[src/rtl/alioth_axi_pkg.sv]
// Shared AXI read-channel types for the IFU/ITCM fetch path.
package alioth_axi_pkg;

  localparam int unsigned AXI_ID_W   = 4;
  localparam int unsigned AXI_DATA_W = 64;

  typedef enum logic [1:0] {
    AXI_BURST_FIXED = 2'b00,
    AXI_BURST_INCR  = 2'b01,
    AXI_BURST_WRAP  = 2'b10
  } axi_burst_e;

  typedef enum logic [1:0] {
    AXI_RESP_OKAY   = 2'b00,
    AXI_RESP_SLVERR = 2'b10
  } axi_resp_e;

  typedef struct packed {
    logic [AXI_ID_W-1:0]   id;
    logic [AXI_DATA_W-1:0] data;
    axi_resp_e             resp;
    logic                  last;
  } rd_beat_t;

endpackage

[src/rtl/ifu_itcm_rbuf.sv]
// Two-entry R-beat FIFO; entry 0 is always the head so outputs come straight from a register.
module ifu_itcm_rbuf
  import alioth_axi_pkg::*;
(
  input  logic       clk,
  input  logic       rst,
  input  logic       push,
  input  rd_beat_t   push_beat,
  input  logic       pop,
  output rd_beat_t   head,
  output logic       head_valid,
  output logic [1:0] count
);

  rd_beat_t   e0_q;
  rd_beat_t   e1_q;
  logic [1:0] cnt_q;

  // Caller guarantees no push when full and no pop when empty.
  always_ff @(posedge clk or posedge rst) begin
    if (rst) begin
      e0_q  <= '0;
      e1_q  <= '0;
      cnt_q <= '0;
    end else begin
      case ({push, pop})
        2'b10: begin
          if (cnt_q == 2'd0) e0_q <= push_beat;
          else               e1_q <= push_beat;
          cnt_q <= cnt_q + 2'd1;
        end
        2'b01: begin
          e0_q  <= (cnt_q == 2'd2) ? e1_q : '0;
          cnt_q <= cnt_q - 2'd1;
        end
        2'b11: begin
          if (cnt_q == 2'd2) begin
            e0_q <= e1_q;
            e1_q <= push_beat;
          end else begin
            e0_q <= push_beat;
          end
        end
        default: ;
      endcase
    end
  end

  assign head       = e0_q;
  assign head_valid = (cnt_q != 2'd0);
  assign count      = cnt_q;

endmodule

[src/rtl/ifu_itcm_rd_rsp.sv]
// AXI4 read responder for the instruction TCM: AR capture, SRAM sequencing, buffered R beats.
module ifu_itcm_rd_rsp
  import alioth_axi_pkg::*;
#(
  parameter int unsigned ADDR_WIDTH = 32,
  parameter int unsigned DATA_WIDTH = 64,
  parameter int unsigned ID_WIDTH   = 4,
  parameter int unsigned MEM_DEPTH  = 4096
) (
  input  logic                         clk,
  input  logic                         rst,
  input  logic [ID_WIDTH-1:0]          arid_i,
  input  logic [ADDR_WIDTH-1:0]        araddr_i,
  input  logic [7:0]                   arlen_i,
  input  logic [1:0]                   arburst_i,
  input  logic                         arvalid_i,
  output logic                         arready_o,
  output logic [ID_WIDTH-1:0]          rid_o,
  output logic [DATA_WIDTH-1:0]        rdata_o,
  output logic [1:0]                   rresp_o,
  output logic                         rlast_o,
  output logic                         rvalid_o,
  input  logic                         rready_i,
  output logic                         mem_en_o,
  output logic [$clog2(MEM_DEPTH)-1:0] mem_addr_o,
  input  logic [DATA_WIDTH-1:0]        mem_rdata_i
);

  localparam int unsigned WA_W   = ADDR_WIDTH - 3;
  localparam int unsigned MA_W   = $clog2(MEM_DEPTH);
  localparam int unsigned BEAT_W = 9;

  typedef enum logic {ST_IDLE, ST_BURST} state_e;

  state_e              state_q, state_d;
  logic [ID_WIDTH-1:0] id_q;
  logic [WA_W-1:0]     waddr_q;
  logic [BEAT_W-1:0]   beats_q;
  logic                fixed_q;
  logic                infl_q, infl_oor_q, infl_last_q;
  logic [ID_WIDTH-1:0] infl_id_q;

  logic       ar_hs, issue, pop, oor, last_issue;
  logic [2:0] occ;
  logic [1:0] rb_count;
  rd_beat_t   push_beat, head;
  logic       head_valid;
  logic       unused_addr_lsb;

  assign unused_addr_lsb = ^araddr_i[2:0];

  assign pop        = head_valid & rready_i;
  assign occ        = 3'(rb_count) + 3'(infl_q) - 3'(pop);
  assign oor        = (waddr_q >= WA_W'(MEM_DEPTH));
  assign last_issue = (beats_q == BEAT_W'(1));
  assign ar_hs      = arready_o & arvalid_i;

  always_ff @(posedge clk or posedge rst) begin
    if (rst) state_q <= ST_IDLE;
    else     state_q <= state_d;
  end

  // Issue whenever the buffer can still absorb the beat after this cycle's pop.
  always_comb begin
    state_d   = state_q;
    arready_o = 1'b0;
    issue     = 1'b0;
    case (state_q)
      ST_IDLE: begin
        arready_o = 1'b1;
        if (arvalid_i) state_d = ST_BURST;
      end
      ST_BURST: begin
        issue = (occ < 3'd2);
        if (issue && last_issue) state_d = ST_IDLE;
      end
      default: state_d = ST_IDLE;
    endcase
  end

  always_ff @(posedge clk or posedge rst) begin
    if (rst) begin
      id_q    <= '0;
      waddr_q <= '0;
      beats_q <= '0;
      fixed_q <= 1'b0;
    end else if (ar_hs) begin
      id_q    <= arid_i;
      waddr_q <= araddr_i[ADDR_WIDTH-1:3];
      beats_q <= BEAT_W'(arlen_i) + BEAT_W'(1);
      fixed_q <= (arburst_i == AXI_BURST_FIXED);
    end else if (issue) begin
      if (!fixed_q) waddr_q <= waddr_q + WA_W'(1);
      beats_q <= beats_q - BEAT_W'(1);
    end
  end

  // Out-of-range beats still take the inflight slot so response order is kept.
  always_ff @(posedge clk or posedge rst) begin
    if (rst) begin
      infl_q      <= 1'b0;
      infl_oor_q  <= 1'b0;
      infl_last_q <= 1'b0;
      infl_id_q   <= '0;
    end else begin
      infl_q <= issue;
      if (issue) begin
        infl_oor_q  <= oor;
        infl_last_q <= last_issue;
        infl_id_q   <= id_q;
      end
    end
  end

  always_comb begin
    push_beat      = '0;
    push_beat.id   = AXI_ID_W'(infl_id_q);
    push_beat.data = infl_oor_q ? '0 : AXI_DATA_W'(mem_rdata_i);
    push_beat.resp = infl_oor_q ? AXI_RESP_SLVERR : AXI_RESP_OKAY;
    push_beat.last = infl_last_q;
  end

  ifu_itcm_rbuf u_rbuf (
    .clk        (clk),
    .rst        (rst),
    .push       (infl_q),
    .push_beat  (push_beat),
    .pop        (pop),
    .head       (head),
    .head_valid (head_valid),
    .count      (rb_count)
  );

  assign mem_en_o   = issue & ~oor;
  assign mem_addr_o = waddr_q[MA_W-1:0];
  assign rvalid_o   = head_valid;
  assign rid_o      = ID_WIDTH'(head.id);
  assign rdata_o    = DATA_WIDTH'(head.data);
  assign rresp_o    = head.resp;
  assign rlast_o    = head.last;

endmodule
[config.mk]
export PLATFORM = sky130hd
export DESIGN_NAME = ifu_itcm_rd_rsp
export DESIGN_NICKNAME = d
export VERILOG_FILES = /design/src/rtl/alioth_axi_pkg.sv /design/src/rtl/ifu_itcm_rbuf.sv /design/src/rtl/ifu_itcm_rd_rsp.sv
export SDC_FILE = /design/constraint.sdc
export NUM_CORES = 1
export LEC_CHECK = 0
export BUFFER_PORTS_ARGS = -buffer_cell sky130_fd_sc_hd__buf_2
export CAP_MARGIN = 20
export CELL_PAD_IN_SITES_DETAIL_PLACEMENT = 1
export CELL_PAD_IN_SITES_GLOBAL_PLACEMENT = 1
export CORE_MARGIN = 2
export CORE_UTILIZATION = 34
export CTS_BUF_LIST = sky130_fd_sc_hd__clkbuf_8 sky130_fd_sc_hd__clkbuf_16
export DETAILED_ROUTE_END_ITERATION = 8
export GPL_TIMING_DRIVEN = 0
export HOLD_SLACK_MARGIN = 0.06
export PLACE_DENSITY = 0.74
export SLEW_MARGIN = 15
export SYNTH_ARGS = -nofsm -noshare
export SYNTH_HDL_FRONTEND = slang
export SYNTH_SLANG_ARGS = --single-unit
[constraint.sdc]
create_clock -name clk -period 6.9 [get_ports clk]
set_clock_uncertainty 0.15 [all_clocks]
set_input_delay 0.69 -clock clk [delete_from_list [all_inputs] [get_ports clk]]
set_output_delay 0.69 -clock clk [all_outputs]
set_load 0.1 [all_outputs]
### After elaboration in Yosys (flattened, before gate mapping)

Cells that the tools add are included.

| storage, ports and cells | value |
|---|---|
| bits of input ports | 114 |
| output and inout port bits | 86 |
| register bits after elaboration | 195 |
| logic and storage cells | 72 |

| cells by class | value |
|---|---|
| eq/ne operators | 9 |
| bitwise logic cells | 5 |
| muxes and demuxes | 20 |
| order comparisons | 2 |
| add/subtract/negate cells | 7 |
| reduce and logical (&&, ||, !) cells | 11 |

Operators with widths:

| cell | number |
|---|---|
| $mux W71 | 5 |
| $pmux W71 S3 | 1 |
| $pmux W71 S2 | 1 |
| $mux W29 | 3 |
| $mux W64 | 1 |
| $add A29 B1 Y29 const B | 1 |
| $ge A29 B13 Y1 const B | 1 |
| $mux W9 | 2 |
| $add A8 B1 Y9 const B | 1 |
| $eq A9 B1 Y1 const B | 1 |
| $sub A9 B1 Y9 const B | 1 |
| $reduce_bool A2 Y1 | 4 |
| $eq A2 B2 Y1 const B | 3 |
| $ne A2 B1 Y1 const B | 3 |
| $logic_not A2 Y1 | 2 |
| $mux W1 | 4 |
| $pmux W2 S2 | 1 |
| $reduce_and A2 Y1 | 2 |
| $add A2 B1 Y3 | 1 |
| $and A1 B1 Y1 | 3 |
| $lt A3 B2 Y1 const B | 1 |
| $reduce_and A3 Y1 | 1 |
| $reduce_bool A3 Y1 | 1 |
| $sub A3 B1 Y3 | 1 |
| 8 further kinds | 9 |

### Longest topological paths before layout

| logic depth | value |
|---|---|
| word-level depth | 7 |
| gate-level depth with buffers | 12 |

### Hierarchy

A second synthesis with hierarchy kept.

| second synthesis, totals | value |
|---|---|
| cells, all modules | 998 |
| area total of the unflattened synthesis | 10148.5 sq um |

Modules (own cells, without submodules):

| module | sequential area each (sq um) | cells an instance | area each (sq um) | times used |
|---|---|---|---|---|
| ifu_itcm_rbuf | 3603.5 | 583 | 6740.2 | 1 |
| ifu_itcm_rd_rsp | 1276.2 | 415 | 3408.3 | 1 |

### Worst setup path after synthesis

OpenSTA, ideal clock, no wires.

| timing path | value |
|---|---|
| path type | input to output |
| start | input rready_i |
| end | output mem_en_o |
| path buffers | 0 |
| data arrival time | 4.398 ns |
| cell stages on the path | 8 |
| slack | 1.662 ns |
| cells stage by stage | nand2_1 -> nor2_1 -> a21oi_1 -> nand2b_1 -> fa_1 -> xnor2_4 -> nand2_1 -> nor3_1 |

| between the ends | value |
|---|---|
| cells in the longest elaborated chain, start to end | 5 |

RTL lines:

| element | RTL line | source |
|---|---|---|
| start: declaration | ifu_itcm_rd_rsp.sv:23 | `input logic rready_i,` |
| $and A1 B1 Y1 | ifu_itcm_rd_rsp.sv:52 | `assign pop = head_valid & rready_i;` |
| $sub A3 B1 Y3 | ifu_itcm_rd_rsp.sv:53 | `assign occ = 3'(rb_count) + 3'(infl_q) - 3'(pop);` |
| $lt A3 B2 Y1 | ifu_itcm_rd_rsp.sv:74 | `issue = (occ < 3'd2);` |
| $mux W1 | ifu_itcm_rd_rsp.sv:68 | `case (state_q)` |
| $and A1 B1 Y1 | ifu_itcm_rd_rsp.sv:134 | `assign mem_en_o = issue & ~oor;` |
| end: declaration | ifu_itcm_rd_rsp.sv:24 | `output logic mem_en_o,` |

Every way passes these cells.

### Worst setup path after layout

| timing path | value |
|---|---|
| start | register u_rbuf.cnt_q[1] (netlist: u_rbuf.count[1]) |
| end | output mem_en_o |

| between the ends | value |
|---|---|
| cells in the longest elaborated chain, start to end | 6 |
| elaborated cells on any way between the ends | 7 |
| those cells by class | add/sub: 2; order compare: 1; mux: 1; bitwise: 2; reduce/logical: 1 |

RTL lines:

| element | RTL line | source |
|---|---|---|
| start: declaration | ifu_itcm_rbuf.sv:17 | `logic [1:0] cnt_q;` |
| start signal: assignment | ifu_itcm_rbuf.sv:30 | `cnt_q <= cnt_q + 2'd1;` |
| start signal: assignment | ifu_itcm_rbuf.sv:34 | `cnt_q <= cnt_q - 2'd1;` |
| branches (longest 2 deep; another with $add A2 B1 Y3) | - |  |
| $sub A3 B1 Y3 (*) | ifu_itcm_rd_rsp.sv:53 |  |
| $lt A3 B2 Y1 (*) | ifu_itcm_rd_rsp.sv:74 |  |
| $mux W1 (*) | ifu_itcm_rd_rsp.sv:68 |  |
| $and A1 B1 Y1 (*) | ifu_itcm_rd_rsp.sv:134 |  |

Mark *: on every way between the ends.

==> impl_metrics.ini <==
[run_status]
outcome = complete, no violations

[synth]
yosys-top-cells-area = dfrtp_1 (53%), nand2_1 (10%), o21ai_0 (8.1%), a32oi_1 (6.1%), clkbuf_1 (2.3%)
synth.avg_cell_area_um2 = 9.16
netlist_instances = 995
ys_types = 52
synth_area_leader_cell = dfrtp_1
ys_ff_latch = 193
ys_warn_count = 0
ys.flop_type = dfrtp_1
yosysSeqAreaShare = 0.530
synth_edf_count = 0
syn_nets = 1115
netlist.area_leader.share = 0.530
syn-cell-area_um2 = 9120
ys_async_sr_fraction = 1.00

[floorplanning]
rows = 59
die_h_um = 168
die_area_um2 = 28100
ios = 200
initial_core_util = 0.348
core-area_um2 = 26200
die_width_um = 168

[clock_network]
clk_path_buf_depth = 2
cts_hold_buf = 0
cts_sinks = 193
cts_buffers = 17
htree_levels = 4
clk_pin_slew_ns = 0.08
cts_resized = 0
clock_latency_ns = 0.44
cts-root-buf = clkbuf_16
postCtsSetupBuffers = 0
cts_tree = done

[global_route]
grt_pass1_wl_mm = 46.7
gr-total-overflow = 0
track_usage = 0.209
grt_pass1_vias = 8500
antenna_found_initial = 3
grt_start_max_net_pins = 70

[detailed_routing]
vias = 8394
drt_wl_total_mm = 29.1
drc = 0
ant_nets = 0
firstDrtPassIters = 5
detail_route.wl_per_cell_um = 18.6
drtIter0Drc = 535
viasPerCell = 5.37

[sta]
fmax_mhz = 194
final_hold_viol_count = 0
period_share = 0.749
rsz0062_at_grt = false
fin_crit_ns = 5.17
setup_violations = 0
worst_slew_pin_slew_ns = 0.982
fin_tns_setup_ns = 0
slew-limit-headroom = 0.340
drv_slew = 0

[worst_setup_path]
crit_required_ns = 6.06
cp-start-kind = flop
worstPathMaxFanout = 10
worstSetupEndpointType = output pin
cp.arrival_ns = 4.33
critical_path_class = flop to output pin

[min_path]
hold_path.class = primary input to async pin

[pwr]
finalPower_mw = 4.03
p_leak_nw = 4.96
ir_drop_mv = 0.312
p_per_area_nw_per_um2 = 361

[layout]
fin_nets = 1333
final_area_um2 = 11200
fin_cells = 1563
drive_gt1_frac = 0.226
area_growth_pct = 22.4
fin_util = 0.426

[place]
dpl_cell_area_um2 = 10600
place_hpwl_mm = 21.4
port_buffers = 195
place_inst = 1528
gp_congestion = 0.812

[job]
max-cap-violations = 0
[placed cells by master, fill, tap and decap left out, types with 9 or more instances in the layout]
cell       Yosys  routed
a32oi_1       64      64
a31oi_1       18      18
dfrtp_1      193     193
nor4_1        15      15
nand3_1       27      27
nand4_1       16      16
nand2_1      251     251
nor3_1         9       9
o21ai_0      148     148
or4_1         11      11
inv_1         18      18
clkbuf_16      0      17
buf_2         15     211
clkbuf_1      57      57
buf_4         13      13
nor2_1        30      30
[path summary, 6_finish.rpt]
path	from	to	slack, ns	cells after the start
worst max-delay path	u_rbuf.count[1]	mem_en_o	1.73	9
worst min-delay path	rst	waddr_q[28]	0.12	2
worst max register to register	u_rbuf.count[1]	waddr_q[23]	2.81	11
worst min register to register	id_q[3]	infl_id_q[3]	0.32	2
max in group asynchronous	rst	u_rbuf.e1_q[30]	5.43	4
min in group clk	arburst_i[1]	fixed_q	0.29	2
[power by group]
| group | switching, mW | internal (mW) |
|---|---|---|
| logic | 1.17 | 0.415 |
| clock network | 0.498 | 0.481 |
| registers | 0.173 | 1.29 |
| total | 1.84 | 2.19 |
[Yosys cell counts (11+ instances only)]
master,count
a31oi_1,18
a32oi_1,64
buf_2,15
buf_4,13
clkbuf_1,57
dfrtp_1,193
inv_1,18
nand2_1,251
nand3_1,27
nand4_1,16
nor2_1,30
nor4_1,15
o21ai_0,148
or4_1,11
[sequential cells by signal (all words and copies together) (netlist names)]
signal and cells:
u_rbuf.count 2, state_q 1, waddr_q 29, u_rbuf.e1_q 70, infl_id_q 4, u_rbuf.head 70, beats_q 9, infl_q 1
fixed_q 1, infl_oor_q 1, id_q 4, infl_last_q 1
[through the flow]
step | setup WS, ns | hold WS, ns
2_1_floorplan | 0.804 | 0.289
3_3_place_gp | -1.77 | 0.299
3_5_place_dp | 1.95 | 0.310
4_1_cts | 1.71 | 0.146
5_1_grt | 1.50 | 0.155
6_report | 1.73 | 0.120
[logic make-up (layout without fill, tap and decap cells)]
kind of cell / Yosys count / count (layout) / share of synthesized area
AO/OA/AOI/OAI: 274 / 274 / 0.191
AND/OR/NAND/NOR: 390 / 390 / 0.190
XOR/XNOR: 15 / 15 / 0.0165
multiplexers: 9 / 9 / 0.0106
other: 1 / 3 / 0.000411
adder cells (fa/ha/maj): 6 / 6 / 0.00906
flip-flops: 193 / 193 / 0.530
buffers and inverters: 107 / 338 / 0.0519
[per-layer routing]
| metal | routed length, um | global-route usage |
|---|---|---|
| met1 | 13600 | 0.296 |
| met2 | 13500 | 0.331 |
| met3 | 1350 | 0.0366 |
| met4 | 524 | 0.0556 |
| met5 | 13 | 0 |
[final cells by class]
cell class | instances | area [um2]
antenna | 2 | 5.00
buffer | 89 | 405
clock buffer | 17 | 425
clock inverter | 15 | 143
fill | 3098 | 15000
inverter | 18 | 75.1
multi-input combinational | 695 | 3810
sequential | 193 | 4830
tap | 335 | 419
timing repair buffer | 199 | 1040
[critical path: stages (launching register included)]
cell and delay (ns):
dfrtp_1 0.37, buf_2 0.24, nand2_1 0.07, nor2_1 0.60
clkbuf_1 0.54, fa_1 0.42, xnor2_4 0.21, nand2_1 0.33
nor3_1 0.57, buf_2 0.53
No activity file was read; power rests on OpenSTA's default activity.
